**src/rtl/spsram_fifo_ctrl.sv**
```systemverilog
// Synchronous FIFO controller in front of a single-port SRAM.
// Push writes and prefetch reads share the one SRAM port. A 2-entry output
// buffer hides the one-cycle registered read latency of the macro.
module spsram_fifo_ctrl #(
    parameter int D_WIDTH = 32,
    parameter int DEPTH   = 1024,
    parameter int A_WIDTH = 10
) (
    input  logic                 CK,
    input  logic                 RSTN,
    input  logic                 WR_VALID,
    output logic                 WR_READY,
    input  logic [D_WIDTH-1:0]   WR_DATA,
    output logic                 RD_VALID,
    input  logic                 RD_READY,
    output logic [D_WIDTH-1:0]   RD_DATA,
    output logic                 SRAM_CSN,
    output logic                 SRAM_WEN,
    output logic                 SRAM_OEN,
    output logic [A_WIDTH-1:0]   SRAM_A,
    output logic [D_WIDTH-1:0]   SRAM_BWEN,
    output logic [D_WIDTH-1:0]   SRAM_DI,
    input  logic [D_WIDTH-1:0]   SRAM_DOUT,
    output logic [A_WIDTH+1:0]   COUNT,
    output logic                 FULL,
    output logic                 EMPTY
);

    localparam logic [A_WIDTH:0]   DEPTH_CNT = (A_WIDTH+1)'(DEPTH);
    localparam logic [A_WIDTH-1:0] LAST_ADDR = A_WIDTH'(DEPTH - 1);

    logic [A_WIDTH-1:0] wr_ptr_reg;
    logic [A_WIDTH-1:0] rd_ptr_reg;
    logic [A_WIDTH:0]   sram_cnt_reg;
    logic               rd_infl_reg;
    logic [1:0]         ob_cnt_reg;
    logic               ob_head_reg;
    logic [D_WIDTH-1:0] obuf_reg [2];

    logic               sram_nonempty;
    logic               rd_need;
    logic               push;
    logic               pop;
    logic               rd_issue;
    logic [2:0]         ob_credit;
    logic               ob_tail;
    logic [A_WIDTH+1:0] occupancy;

    // Port arbitration, handshakes and status flags from registered state.
    always_comb begin
        sram_nonempty = (sram_cnt_reg != '0);
        // Reader would starve: nothing buffered, nothing in flight.
        rd_need       = sram_nonempty && (ob_cnt_reg == 2'd0) && !rd_infl_reg;
        WR_READY      = RSTN && (sram_cnt_reg < DEPTH_CNT) && !rd_need;
        RD_VALID      = RSTN && (ob_cnt_reg != 2'd0);
        push          = WR_VALID && WR_READY;
        pop           = RD_VALID && RD_READY;
        // Slots of the output buffer already spoken for after this cycle's pop.
        ob_credit     = {1'b0, ob_cnt_reg} + {2'b00, rd_infl_reg} - {2'b00, pop};
        rd_issue      = RSTN && (rd_need || (!push && sram_nonempty && (ob_credit <= 3'd1)));
        ob_tail       = ob_head_reg ^ ob_cnt_reg[0];

        SRAM_CSN      = !(push || rd_issue);
        SRAM_WEN      = !push;
        SRAM_OEN      = !rd_issue;
        SRAM_A        = push ? wr_ptr_reg : rd_ptr_reg;
        SRAM_BWEN     = '0;
        SRAM_DI       = WR_DATA;

        RD_DATA       = obuf_reg[ob_head_reg];
        occupancy     = (A_WIDTH+2)'(sram_cnt_reg) + (A_WIDTH+2)'(rd_infl_reg)
                      + (A_WIDTH+2)'(ob_cnt_reg);
        COUNT         = RSTN ? occupancy : '0;
        FULL          = RSTN && (sram_cnt_reg == DEPTH_CNT);
        EMPTY         = !RSTN || (occupancy == '0);
    end

    // SRAM pointers, occupancy and the read-in-flight flag.
    always_ff @(posedge CK) begin
        if (!RSTN) begin
            wr_ptr_reg   <= '0;
            rd_ptr_reg   <= '0;
            sram_cnt_reg <= '0;
            rd_infl_reg  <= 1'b0;
        end else begin
            if (push) begin
                wr_ptr_reg <= (wr_ptr_reg == LAST_ADDR) ? '0 : wr_ptr_reg + A_WIDTH'(1);
            end
            if (rd_issue) begin
                rd_ptr_reg <= (rd_ptr_reg == LAST_ADDR) ? '0 : rd_ptr_reg + A_WIDTH'(1);
            end
            if (push) begin
                sram_cnt_reg <= sram_cnt_reg + (A_WIDTH+1)'(1);
            end else if (rd_issue) begin
                sram_cnt_reg <= sram_cnt_reg - (A_WIDTH+1)'(1);
            end
            rd_infl_reg <= rd_issue;
        end
    end

    // Output buffer bookkeeping: head moves on pop, count tracks pop vs capture.
    always_ff @(posedge CK) begin
        if (!RSTN) begin
            ob_cnt_reg  <= 2'd0;
            ob_head_reg <= 1'b0;
        end else begin
            if (pop) begin
                ob_head_reg <= ~ob_head_reg;
            end
            case ({rd_infl_reg, pop})
                2'b10:   ob_cnt_reg <= ob_cnt_reg + 2'd1;
                2'b01:   ob_cnt_reg <= ob_cnt_reg - 2'd1;
                default: ob_cnt_reg <= ob_cnt_reg;
            endcase
        end
    end

    // Capture returning SRAM data into the tail slot; a dropped read never lands.
    generate
        for (genvar gi = 0; gi < 2; gi++) begin : g_obuf
            always_ff @(posedge CK) begin
                if (RSTN && rd_infl_reg && (ob_tail == 1'(gi))) begin
                    obuf_reg[gi] <= SRAM_DOUT;
                end
            end
        end
    endgenerate

endmodule

```
**config.mk**
```make
export PLATFORM = sky130hd
export DESIGN_NAME = spsram_fifo_ctrl
export DESIGN_NICKNAME = d
export VERILOG_FILES = /design/src/rtl/spsram_fifo_ctrl.sv
export SDC_FILE = /design/constraint.sdc
export NUM_CORES = 1
export LEC_CHECK = 0
export ABC_CLOCK_PERIOD_IN_PS = 11100
export BUFFER_PORTS_ARGS = -buffer_cell sky130_fd_sc_hd__buf_2
export CAP_MARGIN = 30
export CORE_AREA = 2 2 129 131
export DETAILED_ROUTE_END_ITERATION = 7
export DIE_AREA = 0 0 131 133
export GPL_ROUTABILITY_DRIVEN = 1
export PLACE_DENSITY = 0.7
export SLEW_MARGIN = 10
export SYNTH_ARGS = -nofsm -noshare
export SYNTH_HDL_FRONTEND = slang
export SYNTH_SLANG_ARGS = --single-unit
```
**constraint.sdc**
```tcl
create_clock -name CK -period 11.1 [get_ports CK]
set_clock_uncertainty 0.2 [all_clocks]
set_input_delay 2.22 -clock CK [delete_from_list [all_inputs] [get_ports CK]]
set_output_delay 2.22 -clock CK [all_outputs]
set_load 0.02 [all_outputs]
```
==> results of run 1 <==
[power groups by stage]
stage | registers, W | logic, W | clock network [W]
global placement | 0.000535 | 0.000583 | 0
finish | 0.000529 | 0.000596 | 0.000308
CTS | 0.000529 | 0.000597 | 0.000321
detailed placement | 0.000537 | 0.000593 | 0
floorplan | 0.000504 | 0.000498 | 0
global route | 0.000539 | 0.000665 | 0.000334
[kinds of logic after synthesis]
family / Yosys count
AO/OA/AOI/OAI: 73
XOR/XNOR: 24
adder cells (fa/ha/maj): 18
buffers and inverters: 99
flip-flops: 100
multiplexers: 41
other: 1
AND/OR/NAND/NOR: 171
[layer usage]
layer / track usage [%] / part of all wire [%]
met5: 0 / 0
met4: 4.787 / 1.8
met1: 16.39 / 43
met3: 4.003 / 7.4
met2: 21.47 / 47
[metrics by stage]
| step | util [%] | setup WS (ns) | instance area, µm² |
|---|---|---|---|
| detailed placement | 36.53 | 3.459 | 5907 |
| global route | 38.52 | 3.194 | 6230 |
| finish | 38.52 | 3.426 | 6230 |
| global placement | 36.36 | 3.515 | 5879 |
| CTS | 38.35 | 3.433 | 6202 |
| floorplan | - | 3.798 | 5672 |
[cell usage after synthesis, types with 3 or more instances]
library cell	number	area (µm²)
sky130_fd_sc_hd__buf_4	64	480.5
sky130_fd_sc_hd__edfxtp_1	64	1922
sky130_fd_sc_hd__nand2_1	54	202.7
sky130_fd_sc_hd__nor2_1	38	142.6
sky130_fd_sc_hd__dfxtp_1	36	720.7
sky130_fd_sc_hd__mux2_2	32	360.4
sky130_fd_sc_hd__a21oi_1	23	115.1
sky130_fd_sc_hd__ha_1	14	175.2
sky130_fd_sc_hd__o21ai_0	14	70.07
sky130_fd_sc_hd__xnor2_1	14	122.6
sky130_fd_sc_hd__clkbuf_1	13	48.80
sky130_fd_sc_hd__nor3_1	12	60.06
sky130_fd_sc_hd__inv_1	10	37.54
sky130_fd_sc_hd__xor2_1	10	87.58
sky130_fd_sc_hd__mux2i_1	9	90.09
sky130_fd_sc_hd__nand4_1	7	43.79
sky130_fd_sc_hd__nor4_1	7	43.79
sky130_fd_sc_hd__buf_2	6	30.03
sky130_fd_sc_hd__nand3_1	6	30.03
sky130_fd_sc_hd__nor2b_1	6	37.54
sky130_fd_sc_hd__or3_1	5	31.28
sky130_fd_sc_hd__a31oi_1	4	25.02
sky130_fd_sc_hd__and3_1	4	25.02
sky130_fd_sc_hd__and4_1	4	35.03
sky130_fd_sc_hd__buf_1	4	15.01
sky130_fd_sc_hd__fa_1	4	80.08
sky130_fd_sc_hd__nand3b_1	4	30.03
sky130_fd_sc_hd__or2_2	4	25.02
sky130_fd_sc_hd__a211oi_1	3	22.52
sky130_fd_sc_hd__nand4b_1	3	26.28
sky130_fd_sc_hd__o2111ai_1	3	26.28
sky130_fd_sc_hd__o211ai_1	3	22.52
sky130_fd_sc_hd__o22ai_1	3	18.77
sky130_fd_sc_hd__o31ai_1	3	22.52
[path summary, 6_finish.rpt]
path,from,endpoint,slack (ns),depth (start not counted)
min,rd_ptr_reg[3],rd_ptr_reg[3],0.31,2
max reg2reg,ob_cnt_reg[0],sram_cnt_reg[10],7.36,10
max,RSTN,SRAM_CSN,3.43,12
min reg2reg,rd_ptr_reg[3],rd_ptr_reg[3],0.31,2
[cell type report]
type,count,area (µm²),area share [%]
flip-flops and latches,100,2643,42.42
inverters,11,41.29,0.6628
clock buffers,9,225.2,3.615
repair buffers,101,558.0,8.958
clock inverters,7,70.07,1.125
well taps,220,275.3,4.419
multi-input cells,359,2417,38.80
[critical path, stage by stage]
cell and delay [ns]:
sky130_fd_sc_hd__buf_2 0.34, sky130_fd_sc_hd__o21a_1 0.21, sky130_fd_sc_hd__nand2_1 0.11, sky130_fd_sc_hd__xnor2_1 0.18, sky130_fd_sc_hd__ha_1 0.22, sky130_fd_sc_hd__fa_1 0.50
sky130_fd_sc_hd__nor2b_1 0.05, sky130_fd_sc_hd__o31ai_1 0.74, sky130_fd_sc_hd__a21oi_1 0.16, sky130_fd_sc_hd__buf_4 0.22, sky130_fd_sc_hd__inv_1 0.12, sky130_fd_sc_hd__buf_2 0.18
==> flow_metrics.tcl, run 1 <==
set metrics [dict create \
    max_freq_mhz 130.3 \
    cts_sinks 100 \
    io_buffer_count 96 \
    initial_antenna_violation_count 0 \
    post_synthesis_share_of_cell_area_spent_on_and_or_nand_and_nor_gates_pct 16.10 \
    yosys.cell_types.count 61 \
    post_cts_resized 0 \
    rsz0062_at_grt "false" \
    dieHeight_um 133 \
    ys_ff_latch 100 \
    critical_path.endpoint_type "output port" \
    wl_mm 11.45 \
    synth-compound-area-share_pct 8.491 \
    dr_total_vias 3892 \
    dominantRegCellSynth "sky130_fd_sc_hd__edfxtp_1" \
    num-nets-final 668 \
    std_cell_rows 47 \
    drt_pass1_iterations 4 \
    first_global_vias 3660 \
    drive_gt1_share_pct 28.11 \
    avgViaCountPerCell 4.823 \
    power.density_cell_area_nw_per_um2 230.0 \
    asyncSetResetFlopFracSynth_pct 0 \
    fp.coreArea_um2 16170 \
    power.share.switching_pct 39.69 \
    setup_violation_total_in_the_final_timing_report 0 \
    grt_first_pass_wirelength_mm 17.92 \
    main_combinational_cell_family_by_area_after_synthesis "simple AND/OR/NAND/NOR gates" \
    grt_overflow_total 0 \
    worst_skew_pair.late_latency_ns 0.35 \
    timing_max_transition_violations_final 0 \
    most-common-layout-cells "sky130_fd_sc_hd__buf_2 (96), sky130_fd_sc_hd__edfxtp_1 (64), sky130_fd_sc_hd__nand2_1 (54), sky130_fd_sc_hd__nor2_1 (37), sky130_fd_sc_hd__dfxtp_1 (36)" \
    antenna_cells 0 \
    maximum_number_of_buffers_from_clock_root_to_sink 2 \
    grt_start_max_net_pins 41 \
    cts_setup_buffers 0 \
    drt_iter0_markers 216 \
    synth.cell_area_um2 5555 \
    place_hpwl_mm 8.070 \
    critical_path.max_fanout 19 \
    flow.area_growth_from_synthesis_pct 12.14 \
    synth.avg_cell_area_um2 10.54 \
    total_leakage_power_nw 2.442 \
    finalWeightedCongestion 0.8007 \
    power.total_w 0.001433 \
    mostFrequentLayoutCell "sky130_fd_sc_hd__buf_2" \
    status "finished clean" \
    dieArea_um2 17420 \
    top_level_ports 193 \
    power.sequential.fraction_pct 36.9 \
    data_arrival_time_at_the_worst_slack_endpoint_ns 5.25 \
    fin_crit_share_pct 69.13 \
    report.final.hold_viol_count 0 \
    clock_tree_from_tritoncts "built" \
    synth_fa_ha_area_share_pct 4.595 \
    combinationalPowerShare_pct 41.6 \
    timing.max_slew.rel_slack_pct 41.02 \
    drc_errors 0 \
    max_slew.worst_pin.slew_ns 0.8772 \
    multiplexer_fraction_of_the_synthesized_cell_area_pct 8.108 \
    cts.root.buffer_cell "sky130_fd_sc_hd__clkbuf_16" \
    category_of_the_critical_setup_timing_path "in -> out" \
    max-cap-violations 0 \
    htree_levels 3 \
    synth_enable_flop_cells 64 \
    cts_inserted_buffers 9 \
    global_route.usage.total_pct 13.18 \
    reported_net_switching_power_w 0.0005688 \
    yosysWarnings 0 \
    cts_hold_buf 0 \
    final_cell_count_no_fill 807 \
    place_inst 790 \
    largest_register_ffs 64 \
    holdCritPathClass "reg -> reg" \
    setup_total_negative_slack_ns 0 \
    initial_core_util_pct 34.35 \
    routed_wire_length_per_instance_um 14.19 \
    yosysSeqAreaShare_pct 47.57 \
    ant_nets 0 \
    power_frac_clock_pct 21.5 \
    post_synth_xor_area_fraction_pct 3.784 \
    fp.dieW_um 131 \
    final.hold.worst_slack_ns 0.3092 \
    critical_path.startpoint_type "input pin" \
    post-route-min-period_ns 7.674 \
    internal_power_w 0.0008643 \
    fill_cells 1605 \
    peakVddDrop_v 0.00009147 \
    syn_inst 527 \
    path_clk_slew_ns 0.07 \
    timing.critical_path.required_ns 8.68 \
]
(Power assumes the default switching activity.)
==> run 2, diff against run 1 <==
==> config.mk (replaced) <==
export PLATFORM = sky130hd
export DESIGN_NAME = spsram_fifo_ctrl
export DESIGN_NICKNAME = d
export VERILOG_FILES = /design/src/rtl/spsram_fifo_ctrl.sv
export SDC_FILE = /design/constraint.sdc
export NUM_CORES = 1
export LEC_CHECK = 0
export ABC_AREA = 1
export ABC_CLOCK_PERIOD_IN_PS = 7900
export BUFFER_PORTS_ARGS = -buffer_cell sky130_fd_sc_hd__buf_2
export CAP_MARGIN = 30
export CORE_AREA = 2 2 132 134
export DETAILED_ROUTE_END_ITERATION = 7
export DIE_AREA = 0 0 134 136
export GPL_ROUTABILITY_DRIVEN = 1
export PLACE_DENSITY = 0.69
export SLEW_MARGIN = 10
export SYNTH_ARGS = -nofsm -noshare
export SYNTH_HDL_FRONTEND = slang
export SYNTH_SLANG_ARGS = --single-unit
==> constraint.sdc (replaced) <==
create_clock -name CK -period 7.9 [get_ports CK]
set_clock_uncertainty 0.2 [all_clocks]
set_input_delay 1.58 -clock CK [delete_from_list [all_inputs] [get_ports CK]]
set_output_delay 1.58 -clock CK [all_outputs]
set_load 0.02 [all_outputs]
==> run 2 against run 1 <==
  * Cell count increased by 17%
  * Final area increased by 2.3%
  * Total power increased by 50%
  * Sequential share of layout area decreased by 0.96 points
  * Combinational power increased by 64%
  * Utilization decreased by 0.76 points
==> flow_metrics.tcl, run 2 <==
set metrics [dict create \
    cts.root.buffer_cell "sky130_fd_sc_hd__clkbuf_16" \
    cts_sinks 100 \
    combinationalPowerShare_pct 45.6 \
    multi_input_combinational_cell_area_um2 2424 \
    peakVddDrop_v 0.0001791 \
    fill_cells 1693 \
    critical_path.endpoint_type "output port" \
    power.share.switching_pct 42.92 \
    max-cap-violations 0 \
    cts_setup_buffers 0 \
    dominantRegCellSynth "sky130_fd_sc_hd__edfxtp_1" \
    synthTopCellsByCount "sky130_fd_sc_hd__nand2_1 (155), sky130_fd_sc_hd__nor2_1 (71), sky130_fd_sc_hd__buf_4 (65)" \
    status "finished clean" \
    power.density_cell_area_nw_per_um2 336.5 \
    max_slew.worst_pin.slew_ns 0.6045 \
    drt_iter0_markers 199 \
    netlist.area_leader.share_pct 33.42 \
    rsz0062_at_grt "false" \
    maximum_number_of_buffers_from_clock_root_to_sink 2 \
    post_synth_xor_area_fraction_pct 2.742 \
    total_leakage_power_nw 2.770 \
    final.hold.worst_slack_ns 0.2817 \
    grt_first_pass_wirelength_mm 18.90 \
    timing.max_slew.rel_slack_pct 59.70 \
    main_combinational_cell_family_by_area_after_synthesis "simple AND/OR/NAND/NOR gates" \
    post-route-cell-area_um2 6374 \
    place_hpwl_mm 8.579 \
    post_synthesis_share_of_cell_area_spent_on_and_or_nand_and_nor_gates_pct 21.93 \
    first_global_vias 3847 \
    report.final.hold_viol_count 0 \
    finalWeightedCongestion 0.8069 \
    routed_wire_length_per_instance_um 12.56 \
    synth.most_common_cell "sky130_fd_sc_hd__nand2_1" \
    timing_max_transition_violations_final 0 \
    synth.cell_area_um2 5751 \
    multiplexer_fraction_of_the_synthesized_cell_area_pct 6.266 \
    drt_pass1_iterations 4 \
    post_cts_resized 0 \
    setup_violation_total_in_the_final_timing_report 0 \
    synth_largest_area_cell "sky130_fd_sc_hd__edfxtp_1" \
    drc_errors 0 \
    asyncSetResetFlopFracSynth_pct 0 \
    dieArea_um2 18220 \
    drive_gt1_share_pct 22.13 \
    grt_start_max_net_pins 55 \
    path_clk_slew_ns 0.07 \
    clock_tree_from_tritoncts "built" \
    placed_area_um2 6091 \
    cts_hold_buf 0 \
    antenna_cells 0 \
    fin_crit_share_pct 76.98 \
    most-common-layout-cells "sky130_fd_sc_hd__nand2_1 (155), sky130_fd_sc_hd__buf_2 (96), sky130_fd_sc_hd__nor2_1 (71), sky130_fd_sc_hd__edfxtp_1 (64), sky130_fd_sc_hd__inv_1 (59)" \
    ant_nets 0 \
    largest_register_ffs 64 \
    synth_enable_flop_cells 64 \
    wl_mm 11.90 \
    num-nets-final 804 \
    timing.critical_path.required_ns 6.12 \
    initial_core_util_pct 34.07 \
    yosysSeqAreaShare_pct 45.95 \
    setup_total_negative_slack_ns 0 \
    synth_fa_ha_area_share_pct 4.439 \
    mostFrequentLayoutCell "sky130_fd_sc_hd__nand2_1" \
    holdCritPathClass "reg -> reg" \
    synth.avg_cell_area_um2 8.753 \
    dr_total_vias 4246 \
    htree_levels 3 \
    max_freq_mhz 164.4 \
    category_of_the_critical_setup_timing_path "in -> out" \
    critical_path.startpoint_type "input pin" \
    post-route-util_pct 37.77 \
    avgViaCountPerCell 4.479 \
    data_arrival_time_at_the_worst_slack_endpoint_ns 4.30 \
    synth-compound-area-share_pct 4.591 \
    initial_antenna_violation_count 0 \
    ys_ff_latch 100 \
    internal_power_w 0.001224 \
    grt_overflow_total 0 \
    dieHeight_um 136 \
    power_frac_clock_pct 19.6 \
    top_level_ports 193 \
    worst_skew_pair.late_latency_ns 0.35 \
    fp.coreArea_um2 16880 \
    reported_net_switching_power_w 0.0009204 \
    yosys.cell_types.count 34 \
    yosysWarnings 0 \
    power.sequential.fraction_pct 34.8 \
    syn_inst 657 \
    std_cell_rows 48 \
    critical_path.max_fanout 18 \
    netlist_top_cells_area "sky130_fd_sc_hd__edfxtp_1 (33%), sky130_fd_sc_hd__dfxtp_1 (13%), sky130_fd_sc_hd__nand2_1 (10%)" \
    io_buffer_count 96 \
    seq_area_um2 2643 \
    post-route-min-period_ns 6.082 \
    flow.area_growth_from_synthesis_pct 10.84 \
    global_route.usage.total_pct 13.10 \
    fp.dieW_um 134 \
    cts_inserted_buffers 9 \
]
## run 2: cell types whose count changed in the layout (fill, tap and decap cells not counted), moves of 8 or more
cell                      delta
sky130_fd_sc_hd__xnor2_1     -8
sky130_fd_sc_hd__inv_1      +49
sky130_fd_sc_hd__nand2_1   +101
sky130_fd_sc_hd__nor2_1     +34
sky130_fd_sc_hd__mux2i_1     -9
sky130_fd_sc_hd__nand3_1    +24
## run 2: power by group through the flow
stage               logic, W  clock network (W)  registers (W)
finish              0.000978           0.000420       0.000747
global route         0.00112           0.000458       0.000758
CTS                 0.000987           0.000436       0.000746
global placement    0.000972                  0       0.000757
detailed placement  0.000982                  0       0.000758
floorplan           0.000807                  0       0.000729
## run 2: path summary, 6_finish.rpt
| kind | start | endpoint | slack, ns | cells after the start |
|---|---|---|---|---|
| setup / recovery | RSTN | SRAM_OEN | 1.82 | 13 |
| hold / removal | wr_ptr_reg[9] | wr_ptr_reg[9] | 0.28 | 2 |
| setup reg to reg | ob_cnt_reg[1] | rd_ptr_reg[5] | 4.63 | 15 |
| hold reg to reg | wr_ptr_reg[9] | wr_ptr_reg[9] | 0.28 | 2 |
## run 2: routing by layer
layer  vias up  wire [µm]  share of wire [%]  GRT usage [%]
met5         -          0                  0              0
li1       2177          -                  -              -
met4         0        140                1.2          3.960
met2       101       5589                 47          21.91
met3        12        625                5.3          3.393
met1      1956       5549                 47          16.67
## run 2: logic make-up (layout without fill, tap and decap cells)
kind of cell | count (synthesis) | in the layout
multiplexers | 32 | 32
XOR/XNOR | 18 | 18
adder cells (fa/ha/maj) | 18 | 18
flip-flops | 100 | 100
AND/OR/NAND/NOR | 298 | 298
AO/OA/AOI/OAI | 48 | 48
buffers and inverters | 142 | 177
other | 1 | 32
## run 2: final cells by class
type                            count  share of cell area, %
Sequential cell                   100                  41.46
Multi-Input combinational cell    446                  38.03
Timing Repair Buffer              101                  8.127
Tap cell                          225                  4.417
Clock buffer                       10                  3.592
Inverter                           60                  3.534
Clock inverter                      6                 0.8441
## run 2: critical path: stages
cell                      delay [ns]
sky130_fd_sc_hd__buf_2          0.31
sky130_fd_sc_hd__inv_1          0.11
sky130_fd_sc_hd__nor2_1         0.15
sky130_fd_sc_hd__nand2_1        0.12
sky130_fd_sc_hd__or2_4          0.27
sky130_fd_sc_hd__nand2_1        0.09
sky130_fd_sc_hd__ha_1           0.16
sky130_fd_sc_hd__fa_1           0.42
sky130_fd_sc_hd__nor3_1         0.25
sky130_fd_sc_hd__nand2_1        0.08
sky130_fd_sc_hd__nand2_1        0.29
sky130_fd_sc_hd__nand3_1        0.22
sky130_fd_sc_hd__buf_2          0.24
## run 2: per-stage QoR
step	setup WS [ns]	total power, W	cells
floorplan	2.157	0.001536	688
global route	1.561	0.002336	948
finish	1.818	0.002145	948
global placement	1.879	0.001729	932
CTS	1.820	0.002169	948
detailed placement	1.850	0.001740	932
==> run 3, diff against run 2 <==
--- a/config.mk
+++ b/config.mk
@@ -6,7 +6,7 @@
 export NUM_CORES = 1
 export LEC_CHECK = 0
 export ABC_AREA = 1
-export ABC_CLOCK_PERIOD_IN_PS = 7900
+export ABC_CLOCK_PERIOD_IN_PS = 5900
 export BUFFER_PORTS_ARGS = -buffer_cell sky130_fd_sc_hd__buf_2
 export CAP_MARGIN = 30
 export CORE_AREA = 2 2 132 134
==> constraint.sdc (replaced) <==
create_clock -name CK -period 5.9 [get_ports CK]
set_clock_uncertainty 0.2 [all_clocks]
set_input_delay 1.18 -clock CK [delete_from_list [all_inputs] [get_ports CK]]
set_output_delay 1.18 -clock CK [all_outputs]
set_load 0.02 [all_outputs]
==> run 3 against run 2 <==
  * Total power increased by 34%
  * First-iteration DRC count increased by 5.0%
  * Largest power group unchanged
  * Cell count increased by 0.11%
  * Hold slack improved by 0.013 ns
  * Non-clock buffer count increased by 1
  * Die area unchanged
==> flow_metrics.tcl, run 3 (synthesis gave the netlist of run 2 again) <==
set metrics [dict create \
    status "finished clean" \
    cts.root.buffer_cell "sky130_fd_sc_hd__clkbuf_16" \
    cts_inserted_buffers 9 \
    cts_setup_buffers 0 \
    cts_sinks 100 \
    critical_path.endpoint_type "output port" \
    power.density_cell_area_nw_per_um2 448.8 \
    initial_antenna_violation_count 0 \
    first_global_vias 3863 \
    max_slew.worst_pin.slew_ns 0.5847 \
    grt_start_max_net_pins 55 \
    avgViaCountPerCell 4.467 \
    max-cap-violations 0 \
    maximum_number_of_buffers_from_clock_root_to_sink 2 \
    most-common-layout-cells "sky130_fd_sc_hd__nand2_1 (155), sky130_fd_sc_hd__buf_2 (96), sky130_fd_sc_hd__nor2_1 (71), sky130_fd_sc_hd__edfxtp_1 (64), sky130_fd_sc_hd__inv_1 (59)" \
    path_clk_slew_ns 0.07 \
    category_of_the_critical_setup_timing_path "in -> out" \
    place_hpwl_mm 8.351 \
    holdCritPathClass "reg -> reg" \
    dr_total_vias 4239 \
    top_level_ports 193 \
    rsz0062_at_grt "false" \
    grt_first_pass_wirelength_mm 18.84 \
    global_route.usage.total_pct 13.02 \
    antenna_cells 0 \
    peakVddDrop_v 0.0002253 \
    setup_total_negative_slack_ns 0 \
    timing.critical_path.required_ns 4.52 \
    io_buffer_count 96 \
    drt_iter0_markers 209 \
    worst_path_dominant_cell_family "simple AND/OR/NAND/NOR gates" \
    critical_path.most_common_cell "sky130_fd_sc_hd__nand2_1" \
    wl_mm 11.78 \
    critical_path.slowest_cell "sky130_fd_sc_hd__fa_1" \
    critical_path.startpoint_type "input pin" \
    placed_area_um2 6098 \
    grt_overflow_total 0 \
    num-nets-final 805 \
    setup_violation_total_in_the_final_timing_report 0 \
    std_cell_rows 48 \
    timing_max_transition_violations_final 0 \
    drive_gt1_share_pct 22.24 \
    fin_crit_share_pct 84.28 \
    crit_chain "buf_2, inv_1, nor2_1, nand2_1, or2_4, nand2_1, ha_1, fa_1, nor3_1, nand2_1, nand2_1, nand3_1, buf_2" \
    flow.area_growth_from_synthesis_pct 11.01 \
    post_cts_resized 0 \
    cts_hold_buf 0 \
    drc_errors 0 \
    htree_levels 3 \
    post-route-min-period_ns 4.972 \
    post-route-cell-area_um2 6384 \
    worst_skew_pair.late_latency_ns 0.35 \
    report.final.hold_viol_count 0 \
    dieHeight_um 136 \
    total_leakage_power_nw 2.776 \
    largest_register_ffs 64 \
    max_freq_mhz 201.1 \
    routed_wire_length_per_instance_um 12.41 \
    timing.critical_path.buf_inv 3 \
    timing.max_slew.rel_slack_pct 61.02 \
    fp.dieW_um 134 \
    critical_path.max_stage_delay_ns 0.41 \
    fp.coreArea_um2 16880 \
    critical_path.max_fanout 12 \
    initial_core_util_pct 34.07 \
    finalWeightedCongestion 0.8783 \
    ant_nets 0 \
    dieArea_um2 18220 \
    clock_tree_from_tritoncts "built" \
    drt_pass1_iterations 5 \
    data_arrival_time_at_the_worst_slack_endpoint_ns 3.59 \
    mostFrequentLayoutCell "sky130_fd_sc_hd__nand2_1" \
]
==> run 3: cell types whose count changed in the layout (fill, tap and decap cells not counted) <==
cell                       delta
sky130_fd_sc_hd__inv_6        -2
sky130_fd_sc_hd__buf_4        +1
sky130_fd_sc_hd__inv_8        +1
sky130_fd_sc_hd__clkinv_4     +1
==> run 3: per-stage QoR <==
step,cells,hold slack [ns],power (W),setup slack (ns),utilization (%)
after floorplan,688,0.2578,0.002057,0.9570,-
after global placement,933,0.2794,0.002314,0.9751,36.14
after detailed placement,933,0.2845,0.002322,0.9486,36.14
after CTS,949,0.2940,0.002897,0.9264,37.83
after global routing,949,0.3199,0.003113,0.6638,37.83
final,949,0.2950,0.002865,0.9276,37.83
==> run 3: metal layers <==
layer  track usage, %  vias up  wire length (µm)  part of all wire (%)
met5                0        -                 0                     0
met4            4.019        0               156                   1.3
met3            3.468       12               666                   5.7
met2            22.19      115              5543                    47
met1            16.14     1935              5412                    46
li1                 -     2177                 -                     -
==> run 3: area by class of cell <==
cell class              count  area, µm²
repair buffers            102      525.5
clock inverters             6      56.30
inverters                  60      225.2
well taps                 225      281.5
clock buffers              10      229.0
flip-flops and latches    100       2643
multi-input cells         446       2424
fillers                  1721      10490
==> run 3: where the power goes <==
group          switching, W  leakage, nW  internal [W]
combinational      0.000843         1.76      0.000465
sequential         0.000109        0.879      0.000881
clock              0.000271        0.137      0.000295
total               0.00122         2.78       0.00164
==> run 3: tightest hold or removal path: cells and delay by family (launching register included) <==
kind               cells  cell delay [ns]
AOI/OAI and AO/OA      1             0.06
DFF                    1             0.33
and+or+nand+nor        1             0.07
==> run 3: path summary, 6_finish.rpt <==
| check | start | end | slack, ns | cells past startpoint |
|---|---|---|---|---|
| hold reg to reg | wr_ptr_reg[6] | wr_ptr_reg[6] | 0.29 | 2 |
| setup / recovery | RSTN | SRAM_OEN | 0.93 | 13 |
| hold / removal | wr_ptr_reg[6] | wr_ptr_reg[6] | 0.29 | 2 |
| setup reg to reg | sram_cnt_reg[0] | sram_cnt_reg[10] | 2.60 | 16 |
